## config.mk

```make
export PLATFORM = sky130hd
export DESIGN_NAME = apb_master_flat
export DESIGN_NICKNAME = d
export VERILOG_FILES = /design/src/rtl/apb_pkg.sv /design/src/rtl/apb_master_if.sv /design/src/rtl/apb_master_timeout_ctr.sv /design/src/rtl/apb_master.sv /design/src/flat_wrapper.sv
export SDC_FILE = /design/constraint.sdc
export NUM_CORES = 1
export LEC_CHECK = 0
export CAP_MARGIN = 15
export CORE_MARGIN = 2
export CORE_UTILIZATION = 45
export CTS_BUF_LIST = sky130_fd_sc_hd__clkbuf_4
export DETAILED_ROUTE_END_ITERATION = 16
export GPL_TIMING_DRIVEN = 0
export PLACE_DENSITY = 0.79
export SLEW_MARGIN = 20
export SYNTH_ARGS = -nofsm -noshare
export SYNTH_HDL_FRONTEND = slang
export SYNTH_HIERARCHICAL = 1
export SYNTH_SLANG_ARGS = --single-unit
```

## constraint.sdc

```tcl
create_clock -name PCLK -period 2.8 [get_ports PCLK]
set_input_delay 0.28 -clock PCLK [delete_from_list [all_inputs] [get_ports PCLK]]
set_output_delay 0.28 -clock PCLK [all_outputs]
set_load 0.03 [all_outputs]
```

## src/rtl/apb_pkg.sv

```systemverilog
// Shared APB definitions: default bus widths, requester state encoding, command record.
// Used by the requester, the existing completer and the testbench.
package apb_pkg;

  localparam int APB_ADDR_W = 8;
  localparam int APB_DATA_W = 8;

  typedef enum logic [1:0] {
    IDLE   = 2'd0,
    SETUP  = 2'd1,
    ACCESS = 2'd2
  } apb_state_t;

  typedef struct packed {
    logic                  write;
    logic [APB_ADDR_W-1:0] addr;
    logic [APB_DATA_W-1:0] wdata;
  } apb_cmd_t;

endpackage

```

## src/rtl/apb_master_if.sv

```systemverilog
// Command/response handshake plus APB bus signals of the requester, bundled as one port.
interface apb_master_if #(
  parameter int ADDR_W = apb_pkg::APB_ADDR_W,
  parameter int DATA_W = apb_pkg::APB_DATA_W
);

  logic              cmd_valid;
  logic              cmd_ready;
  logic              cmd_write;
  logic [ADDR_W-1:0] cmd_addr;
  logic [DATA_W-1:0] cmd_wdata;
  logic              rsp_valid;
  logic [DATA_W-1:0] rsp_rdata;
  logic              rsp_timeout;
  logic              PSELx;
  logic              PENABLE;
  logic              PWRITE;
  logic [ADDR_W-1:0] PADDR;
  logic [DATA_W-1:0] PWDATA;
  logic [DATA_W-1:0] PRDATA;
  logic              PREADY;

  modport master (
    input  cmd_valid, cmd_write, cmd_addr, cmd_wdata, PRDATA, PREADY,
    output cmd_ready, rsp_valid, rsp_rdata, rsp_timeout,
           PSELx, PENABLE, PWRITE, PADDR, PWDATA
  );

  modport slave (
    output cmd_valid, cmd_write, cmd_addr, cmd_wdata, PRDATA, PREADY,
    input  cmd_ready, rsp_valid, rsp_rdata, rsp_timeout,
           PSELx, PENABLE, PWRITE, PADDR, PWDATA
  );

endinterface

```

## src/rtl/apb_master_timeout_ctr.sv

```systemverilog
// ACCESS-phase wait counter; expired flags the last permitted wait cycle.
// Saturates so a long stall can never wrap back into range.
module apb_timeout_ctr #(
  parameter int TIMEOUT = 16
) (
  input  logic PCLK,
  input  logic PRESETn,
  input  logic clear,
  input  logic enable,
  output logic expired
);

  localparam int CW = (TIMEOUT > 0) ? $clog2(TIMEOUT + 1) : 1;
  localparam int TC = (TIMEOUT > 0) ? TIMEOUT - 1 : 0;

  logic [CW-1:0] cnt_q, cnt_d;

  always_comb begin
    cnt_d = cnt_q;
    if (clear)
      cnt_d = '0;
    else if (enable && (cnt_q != {CW{1'b1}}))
      cnt_d = cnt_q + CW'(1);
  end

  always_ff @(posedge PCLK or negedge PRESETn) begin
    if (!PRESETn) cnt_q <= '0;
    else          cnt_q <= cnt_d;
  end

  assign expired = (TIMEOUT != 0) && (cnt_q == CW'(TC));

endmodule

```

## src/rtl/apb_master.sv

```systemverilog
// APB requester: one command at a time through SETUP/ACCESS, registered bus and response.
//   state  | meaning
//   IDLE   | cmd_ready high, bus idle; a valid command is latched onto the bus
//   SETUP  | PSELx high for one cycle, PENABLE rises next
//   ACCESS | wait for PREADY or the timeout, then strobe the response
module apb_master #(
  parameter int ADDR_W  = apb_pkg::APB_ADDR_W,
  parameter int DATA_W  = apb_pkg::APB_DATA_W,
  parameter int TIMEOUT = 16
) (
  input logic          PCLK,
  input logic          PRESETn,
  apb_master_if.master bus
);
  import apb_pkg::*;

  localparam logic [1:0] ST_IDLE   = IDLE;
  localparam logic [1:0] ST_SETUP  = SETUP;
  localparam logic [1:0] ST_ACCESS = ACCESS;

  logic [1:0]        state_q, state_d;
  logic              psel_q, psel_d;
  logic              penable_q, penable_d;
  logic              pwrite_q, pwrite_d;
  logic [ADDR_W-1:0] paddr_q, paddr_d;
  logic [DATA_W-1:0] pwdata_q, pwdata_d;
  logic              rsp_valid_q, rsp_valid_d;
  logic              rsp_timeout_q, rsp_timeout_d;
  logic [DATA_W-1:0] rsp_rdata_q, rsp_rdata_d;
  logic              ctr_clear, ctr_en, ctr_expired;

  apb_timeout_ctr #(.TIMEOUT(TIMEOUT)) u_timeout (
    .PCLK    (PCLK),
    .PRESETn (PRESETn),
    .clear   (ctr_clear),
    .enable  (ctr_en),
    .expired (ctr_expired)
  );

  always_comb begin
    state_d       = state_q;
    psel_d        = psel_q;
    penable_d     = penable_q;
    pwrite_d      = pwrite_q;
    paddr_d       = paddr_q;
    pwdata_d      = pwdata_q;
    rsp_valid_d   = 1'b0;
    rsp_timeout_d = 1'b0;
    rsp_rdata_d   = rsp_rdata_q;
    ctr_clear     = 1'b0;
    ctr_en        = 1'b0;
    case (state_q)
      ST_IDLE: begin
        if (bus.cmd_valid) begin
          pwrite_d  = bus.cmd_write;
          paddr_d   = bus.cmd_addr;
          pwdata_d  = bus.cmd_wdata;
          psel_d    = 1'b1;
          penable_d = 1'b0;
          state_d   = ST_SETUP;
        end
      end
      ST_SETUP: begin
        penable_d = 1'b1;
        ctr_clear = 1'b1;
        state_d   = ST_ACCESS;
      end
      ST_ACCESS: begin
        // PREADY is checked first so a completion on the limit edge still succeeds
        if (bus.PREADY) begin
          psel_d      = 1'b0;
          penable_d   = 1'b0;
          rsp_valid_d = 1'b1;
          if (!pwrite_q) rsp_rdata_d = bus.PRDATA;
          state_d     = ST_IDLE;
        end else if (ctr_expired) begin
          psel_d        = 1'b0;
          penable_d     = 1'b0;
          rsp_valid_d   = 1'b1;
          rsp_timeout_d = 1'b1;
          rsp_rdata_d   = '0;
          state_d       = ST_IDLE;
        end else begin
          ctr_en = 1'b1;
        end
      end
      default: state_d = ST_IDLE;
    endcase
  end

  always_ff @(posedge PCLK or negedge PRESETn) begin
    if (!PRESETn) begin
      state_q       <= ST_IDLE;
      psel_q        <= 1'b0;
      penable_q     <= 1'b0;
      pwrite_q      <= 1'b0;
      paddr_q       <= '0;
      pwdata_q      <= '0;
      rsp_valid_q   <= 1'b0;
      rsp_timeout_q <= 1'b0;
      rsp_rdata_q   <= '0;
    end else begin
      state_q       <= state_d;
      psel_q        <= psel_d;
      penable_q     <= penable_d;
      pwrite_q      <= pwrite_d;
      paddr_q       <= paddr_d;
      pwdata_q      <= pwdata_d;
      rsp_valid_q   <= rsp_valid_d;
      rsp_timeout_q <= rsp_timeout_d;
      rsp_rdata_q   <= rsp_rdata_d;
    end
  end

  assign bus.cmd_ready   = (state_q == ST_IDLE);
  assign bus.PSELx       = psel_q;
  assign bus.PENABLE     = penable_q;
  assign bus.PWRITE      = pwrite_q;
  assign bus.PADDR       = paddr_q;
  assign bus.PWDATA      = pwdata_q;
  assign bus.rsp_valid   = rsp_valid_q;
  assign bus.rsp_timeout = rsp_timeout_q;
  assign bus.rsp_rdata   = rsp_rdata_q;

endmodule
```

## src/flat_wrapper.sv

```systemverilog
// flat-port wrapper written by rule: the top's interface ports become plain ports
module apb_master_flat import apb_pkg::*;
#(
  parameter int ADDR_W  = apb_pkg::APB_ADDR_W,
  parameter int DATA_W  = apb_pkg::APB_DATA_W,
  parameter int TIMEOUT = 16
)
  (PCLK, PRESETn, bus_cmd_valid, bus_cmd_write, bus_cmd_addr, bus_cmd_wdata, bus_PRDATA, bus_PREADY, bus_cmd_ready, bus_rsp_valid, bus_rsp_rdata, bus_rsp_timeout, bus_PSELx, bus_PENABLE, bus_PWRITE, bus_PADDR, bus_PWDATA);
  apb_master_if #(.ADDR_W(ADDR_W), .DATA_W(DATA_W)) bus_i ();
  input logic PCLK;
  input logic PRESETn;
  input wire logic [$bits(bus_i.cmd_valid)-1:0] bus_cmd_valid;
  input wire logic [$bits(bus_i.cmd_write)-1:0] bus_cmd_write;
  input wire logic [$bits(bus_i.cmd_addr)-1:0] bus_cmd_addr;
  input wire logic [$bits(bus_i.cmd_wdata)-1:0] bus_cmd_wdata;
  input wire logic [$bits(bus_i.PRDATA)-1:0] bus_PRDATA;
  input wire logic [$bits(bus_i.PREADY)-1:0] bus_PREADY;
  output wire logic [$bits(bus_i.cmd_ready)-1:0] bus_cmd_ready;
  output wire logic [$bits(bus_i.rsp_valid)-1:0] bus_rsp_valid;
  output wire logic [$bits(bus_i.rsp_rdata)-1:0] bus_rsp_rdata;
  output wire logic [$bits(bus_i.rsp_timeout)-1:0] bus_rsp_timeout;
  output wire logic [$bits(bus_i.PSELx)-1:0] bus_PSELx;
  output wire logic [$bits(bus_i.PENABLE)-1:0] bus_PENABLE;
  output wire logic [$bits(bus_i.PWRITE)-1:0] bus_PWRITE;
  output wire logic [$bits(bus_i.PADDR)-1:0] bus_PADDR;
  output wire logic [$bits(bus_i.PWDATA)-1:0] bus_PWDATA;
  assign bus_i.cmd_valid = bus_cmd_valid;
  assign bus_i.cmd_write = bus_cmd_write;
  assign bus_i.cmd_addr = bus_cmd_addr;
  assign bus_i.cmd_wdata = bus_cmd_wdata;
  assign bus_i.PRDATA = bus_PRDATA;
  assign bus_i.PREADY = bus_PREADY;
  assign bus_cmd_ready = bus_i.cmd_ready;
  assign bus_rsp_valid = bus_i.rsp_valid;
  assign bus_rsp_rdata = bus_i.rsp_rdata;
  assign bus_rsp_timeout = bus_i.rsp_timeout;
  assign bus_PSELx = bus_i.PSELx;
  assign bus_PENABLE = bus_i.PENABLE;
  assign bus_PWRITE = bus_i.PWRITE;
  assign bus_PADDR = bus_i.PADDR;
  assign bus_PWDATA = bus_i.PWDATA;
  apb_master #(.ADDR_W(ADDR_W), .DATA_W(DATA_W), .TIMEOUT(TIMEOUT)) u_core (.PCLK(PCLK), .PRESETn(PRESETn), .bus(bus_i));
endmodule
```

==> flow_summary.html <==
<table>
<tr><th>Metric</th><th>Value</th></tr>
<tr><th colspan="2">Run status</th></tr>
<tr><td>Run status</td><td>finished clean</td></tr>
<tr><th colspan="2">Global routing</th></tr>
<tr><td>GRT Overall Usage</td><td>0.1716</td></tr>
<tr><td>Maximum number of pins on one net before global-route repair</td><td>22</td></tr>
<tr><td>Global-route wire length before repair</td><td>5257 um</td></tr>
<tr><td>Number of global-route vias before repair</td><td>approximately 1,100</td></tr>
<tr><td>Initial antenna violation count</td><td>0</td></tr>
<tr><td>Final global-route overflow total</td><td>0</td></tr>
<tr><th colspan="2">Layout</th></tr>
<tr><td>FILL cells</td><td>258</td></tr>
<tr><td>Net count, final</td><td>217</td></tr>
<tr><td>Final standard cell utilization of the core</td><td>0.6925</td></tr>
<tr><td>Design area</td><td>roughly 2300 um2</td></tr>
<tr><td>Share of final-layout standard cells stronger than drive strength 1</td><td>0.1989</td></tr>
<tr><td>Area growth, synth to finish</td><td>48.12%</td></tr>
<tr><td>Antenna cell count</td><td>0</td></tr>
<tr><td>Final Non-Filler Cells</td><td>roughly 230</td></tr>
<tr><th colspan="2">Synth</th></tr>
<tr><td>Top cells by area in the synthesized netlist</td><td>sky130_fd_sc_hd__dfrtp_1, sky130_fd_sc_hd__mux2_4, sky130_fd_sc_hd__mux2_2, sky130_fd_sc_hd__mux2i_1, sky130_fd_sc_hd__inv_1</td></tr>
<tr><td>Syn_area_per_cell</td><td>~13 um2</td></tr>
<tr><td>Basic-gate share of the synthesized area counting and, or, nand and nor cells</td><td>0.1115</td></tr>
<tr><td>Compound-Gate Fraction of Synth Area</td><td>0.01604</td></tr>
<tr><td>Combined area of all synthesized cells</td><td>1560 um2</td></tr>
<tr><td>Share of the yosys chip area belonging to registers</td><td>0.5774</td></tr>
<tr><td>Commonest cells in the netlist</td><td>sky130_fd_sc_hd__dfrtp_1, sky130_fd_sc_hd__inv_1, sky130_fd_sc_hd__nand2_1</td></tr>
<tr><td>Portion of synthesized cell area occupied by the leading cell type</td><td>0.5774</td></tr>
<tr><td>Xor-xnor portion of the synthesized cell area</td><td>0.01123</td></tr>
<tr><td>Seq cells post-synth</td><td>36</td></tr>
<tr><td>Async set-reset flop share out of synthesis</td><td>1.000</td></tr>
<tr><td>Number of nets in the synthesized netlist</td><td>150</td></tr>
<tr><td>Commonest register cell after synthesis</td><td>sky130_fd_sc_hd__dfrtp_1</td></tr>
<tr><td>Post-synthesis share of cell area spent on full adders, half adders and majority gates</td><td>0.02406</td></tr>
<tr><td>Count leader, synth</td><td>sky130_fd_sc_hd__dfrtp_1</td></tr>
<tr><td>Fraction of synthesized area in multiplexers</td><td>0.2069</td></tr>
<tr><td>Warnings, synthesis</td><td>6</td></tr>
<tr><td>Gate count of the mapped netlist</td><td>about 120</td></tr>
<tr><td>Number of flops mapped to enable cells by yosys</td><td>0</td></tr>
<tr><td>Largest family of logic cells by synthesized area</td><td>multiplexers</td></tr>
<tr><td>Leading area contributor after synthesis</td><td>sky130_fd_sc_hd__dfrtp_1</td></tr>
<tr><td>Cell variety after synth</td><td>29</td></tr>
<tr><th colspan="2">Hold path</th></tr>
<tr><td>Class of the tightest hold or removal check</td><td>input port to async pin</td></tr>
<tr><th colspan="2">Power</th></tr>
<tr><td>Sequential share of power</td><td>0.337</td></tr>
<tr><td>P_sw</td><td>1033 uW</td></tr>
<tr><td>Internal power consumption</td><td>between 1500 and 2000 uW</td></tr>
<tr><td>Clock network power share</td><td>0.137</td></tr>
<tr><td>Power Dens Cells</td><td>1145 nW/um2</td></tr>
<tr><td>Worst supply voltage drop on vdd</td><td>~0.67 mV</td></tr>
<tr><td>Net Sw Frac</td><td>0.3905</td></tr>
<tr><td>Leak</td><td>~0.0011 uW</td></tr>
<tr><td>Combinational power share</td><td>0.527</td></tr>
<tr><th colspan="2">Clocking</th></tr>
<tr><td>Number of clock sinks</td><td>36</td></tr>
<tr><td>Clock slew at reported path FFs</td><td>around 0.11 ns</td></tr>
<tr><td>CTS root buf</td><td>sky130_fd_sc_hd__clkbuf_4</td></tr>
<tr><td>Post-CTS setup buffer count</td><td>0</td></tr>
<tr><td>Number of buffers created by CTS</td><td>5</td></tr>
<tr><td>Clk buf depth</td><td>2</td></tr>
<tr><td>TritonCTS clock tree</td><td>done</td></tr>
<tr><td>CTS H-tree lvls</td><td>2</td></tr>
<tr><td>Skew-Pair Late Insertion Delay</td><td>approximately 0.34 ns</td></tr>
<tr><th colspan="2">Route</th></tr>
<tr><td>First drt pass iteration count</td><td>4</td></tr>
<tr><td>Number of design rule violations left after detail routing</td><td>0</td></tr>
<tr><td>Total Wirelength</td><td>between 3000 and 4000 um</td></tr>
<tr><td>WL/cell</td><td>roughly 13 um</td></tr>
<tr><td>Remaining number of nets flagged by the antenna check after routing</td><td>0</td></tr>
<tr><td>Vias per inst</td><td>4.621</td></tr>
<tr><td>Overall via count from detail_route</td><td>around 1,100</td></tr>
<tr><td>DRC violation total after the first TritonRoute iteration</td><td>36</td></tr>
<tr><th colspan="2">Placed design</th></tr>
<tr><td>Port-buffer cells</td><td>slightly below 60</td></tr>
<tr><td>Placer congestion estimate</td><td>around 0.7</td></tr>
<tr><td>Post-detail-place hpwl</td><td>about 2400 um</td></tr>
<tr><td>Number of placed instances with taps included</td><td>between 200 and 250</td></tr>
<tr><td>Area after detailed placement</td><td>approximately 2200 um2</td></tr>
<tr><th colspan="2">Timing</th></tr>
<tr><td>Shortest clock period the worst path allows after layout</td><td>2.524 ns</td></tr>
<tr><td>Final worst hold slack</td><td>~0.39 ns</td></tr>
<tr><td>Final Max Slew Viols</td><td>0</td></tr>
<tr><td>Final hold violation count</td><td>0</td></tr>
<tr><td>Fin Clk Skew</td><td>0.01127 ns</td></tr>
<tr><td>Pin slew with the least headroom to its limit</td><td>a little under 0.7 ns</td></tr>
<tr><td># setup viols final</td><td>0</td></tr>
<tr><td>Aggregate negative setup slack</td><td>0 ns</td></tr>
<tr><td>RSZ-0062 raised after global routing</td><td>false</td></tr>
<tr><td>Slew margin rel.</td><td>0.5339</td></tr>
<tr><td>Maximum clock rate</td><td>roughly 400 MHz</td></tr>
<tr><td>Part of the cycle the worst path needs</td><td>0.9014</td></tr>
<tr><th colspan="2">Die</th></tr>
<tr><td>Starting density of the core</td><td>0.4676</td></tr>
<tr><td>Floorplan die area</td><td>~4000 um2</td></tr>
<tr><td>Std-Cell Core Area</td><td>~3300 um2</td></tr>
<tr><td>Die Ht</td><td>approximately 63 um</td></tr>
<tr><td>Cell row count</td><td>21</td></tr>
<tr><td>I/O pin count</td><td>just under 60</td></tr>
<tr><td>Chip Width</td><td>roughly 63 um</td></tr>
<tr><th colspan="2">Critical path</th></tr>
<tr><td>Maximum fanout encountered on the critical timing path</td><td>5</td></tr>
<tr><td>CP Data Required Time</td><td>between 3 and 4 ns</td></tr>
<tr><td>Sort of element at the start of the critical path</td><td>flop</td></tr>
<tr><td>Setup Crit Path Kind</td><td>flop to flop</td></tr>
<tr><td>Arr. time, crit path</td><td>between 2 and 3 ns</td></tr>
<tr><td>Cell class contributing the biggest share of worst-path delay</td><td>simple AND/OR/NAND/NOR gates</td></tr>
<tr><td>Slowest cell on crit path</td><td>sky130_fd_sc_hd__nor4b_1</td></tr>
<tr><td>Maximum single-stage delay on the critical path</td><td>approximately 0.59 ns</td></tr>
<tr><td>Worst path cell trace</td><td>ha_1 &gt; and3_1 &gt; ha_1 &gt; nor4b_1 &gt; nor2b_4 &gt; nand4_1 &gt; mux2_1</td></tr>
<tr><td>Most numerous cell on the critical path</td><td>sky130_fd_sc_hd__ha_1</td></tr>
<tr><td>Crit end category</td><td>flop</td></tr>
<tr><td>CP Buf/Inv Count</td><td>0</td></tr>
<tr><th colspan="2">Job</th></tr>
<tr><td>Max Cap Viol</td><td>0</td></tr>
</table>
==> registers in the layout, indices dropped and copies added, names as in the netlist <==
| signal | cells |
|---|---|
| u_core/bus.PSELx | 1 |
| u_core/bus.rsp_valid | 1 |
| u_core/bus.PWDATA | 8 |
| u_core/bus.rsp_timeout | 1 |
| u_core/bus.PADDR | 8 |
| u_core/bus.PWRITE | 1 |
| u_core/state_q | 2 |
| u_core/bus.rsp_rdata | 8 |
| u_core/bus.PENABLE | 1 |
| u_core/u_timeout/cnt_q | 5 |
==> power groups by stage <==
stage	combinational [uW]	sequential [uW]	clock (uW)
finish	1390	891	361
global route	1470	919	392
CTS	1410	892	370
detailed placement	1400	903	0
global placement	1370	885	0
floorplan	447	1290	0
==> stage by stage <==
stage               total power, uW  worst slack, ns
floorplan                      1734           0.6247
global placement               2255           0.4282
detailed placement             2307           0.2782
CTS                            2674           0.2633
global route                   2783          0.09223
finish                         2645           0.2761
==> cell type report <==
class | instances | area (um2) | area share
tap | 46 | 57.56 | 0.02491
clock buffer | 5 | 37.54 | 0.01624
buffer | 4 | 41.29 | 0.01787
multi-input combinational | 67 | 576.8 | 0.2496
sequential | 36 | 900.9 | 0.3898
timing repair buffer | 60 | 613.1 | 0.2653
inverter | 11 | 41.29 | 0.01787
clock inverter | 3 | 42.54 | 0.01841
==> cells by family after synthesis <==
kind of cell | after synthesis
adders and majority gates | 3
DFF | 36
AOI/OAI and AO/OA | 4
xor gates and xnor gates | 2
muxes | 27
buffers and inverters | 15
and+or+nand+nor | 31
==> final timing paths <==
check,end,slack (ns),from,depth (start not counted)
max in group asynchronous,u_core/bus.PADDR[7]$_DFFE_PN0P_,1.97,PRESETn,3
min in group PCLK,u_core/bus.rsp_rdata[2]$_DFFE_PN0P_,0.50,bus_PRDATA[2],3
worst max register to register,u_core/u_timeout/cnt_q[3]$_DFFE_PN0P_,0.28,u_core/u_timeout/cnt_q[0]$_DFFE_PN0P_,7
worst max-delay path,u_core/u_timeout/cnt_q[3]$_DFFE_PN0P_,0.28,u_core/u_timeout/cnt_q[0]$_DFFE_PN0P_,7
worst min register to register,u_core/bus.PWDATA[5]$_DFFE_PN0P_,0.52,u_core/bus.PWDATA[5]$_DFFE_PN0P_,1
worst min-delay path,u_core/bus.rsp_rdata[7]$_DFFE_PN0P_,0.39,PRESETn,2
==> cells in the final DEF, fill, tap and decap left out, types with 2 or more instances in the layout <==
cell                               n
sky130_fd_sc_hd__dfrtp_1          36
sky130_fd_sc_hd__and2b_2           2
sky130_fd_sc_hd__nor2_1            7
sky130_fd_sc_hd__buf_2             3
sky130_fd_sc_hd__nand3b_1          2
sky130_fd_sc_hd__o21ai_0           2
sky130_fd_sc_hd__mux2_4            8
sky130_fd_sc_hd__clkdlybuf4s50_1  57
sky130_fd_sc_hd__mux2_2            9
sky130_fd_sc_hd__clkbuf_4          5
sky130_fd_sc_hd__inv_1            11
sky130_fd_sc_hd__nand2_1          10
sky130_fd_sc_hd__ha_1              3
sky130_fd_sc_hd__mux2i_1           9
==> repair_timing <==
item	CTS	global route
resized for setup	0	0
hold buffers	1	0
endpoints found under the hold margin	15	0
==> routing by layer <==
| layer | share of wire | vias to the layer above | global-route usage |
|---|---|---|---|
| li1 | - | 522 | - |
| met1 | 0.45 | 512 | 0.2112 |
| met2 | 0.49 | 34 | 0.2859 |
| met3 | 0.050 | 4 | 0.04144 |
| met4 | 0.012 | 0 | 0.07500 |
| met5 | 0 | - | 0 |
Note: power is estimated with default switching activity, not from simulation.
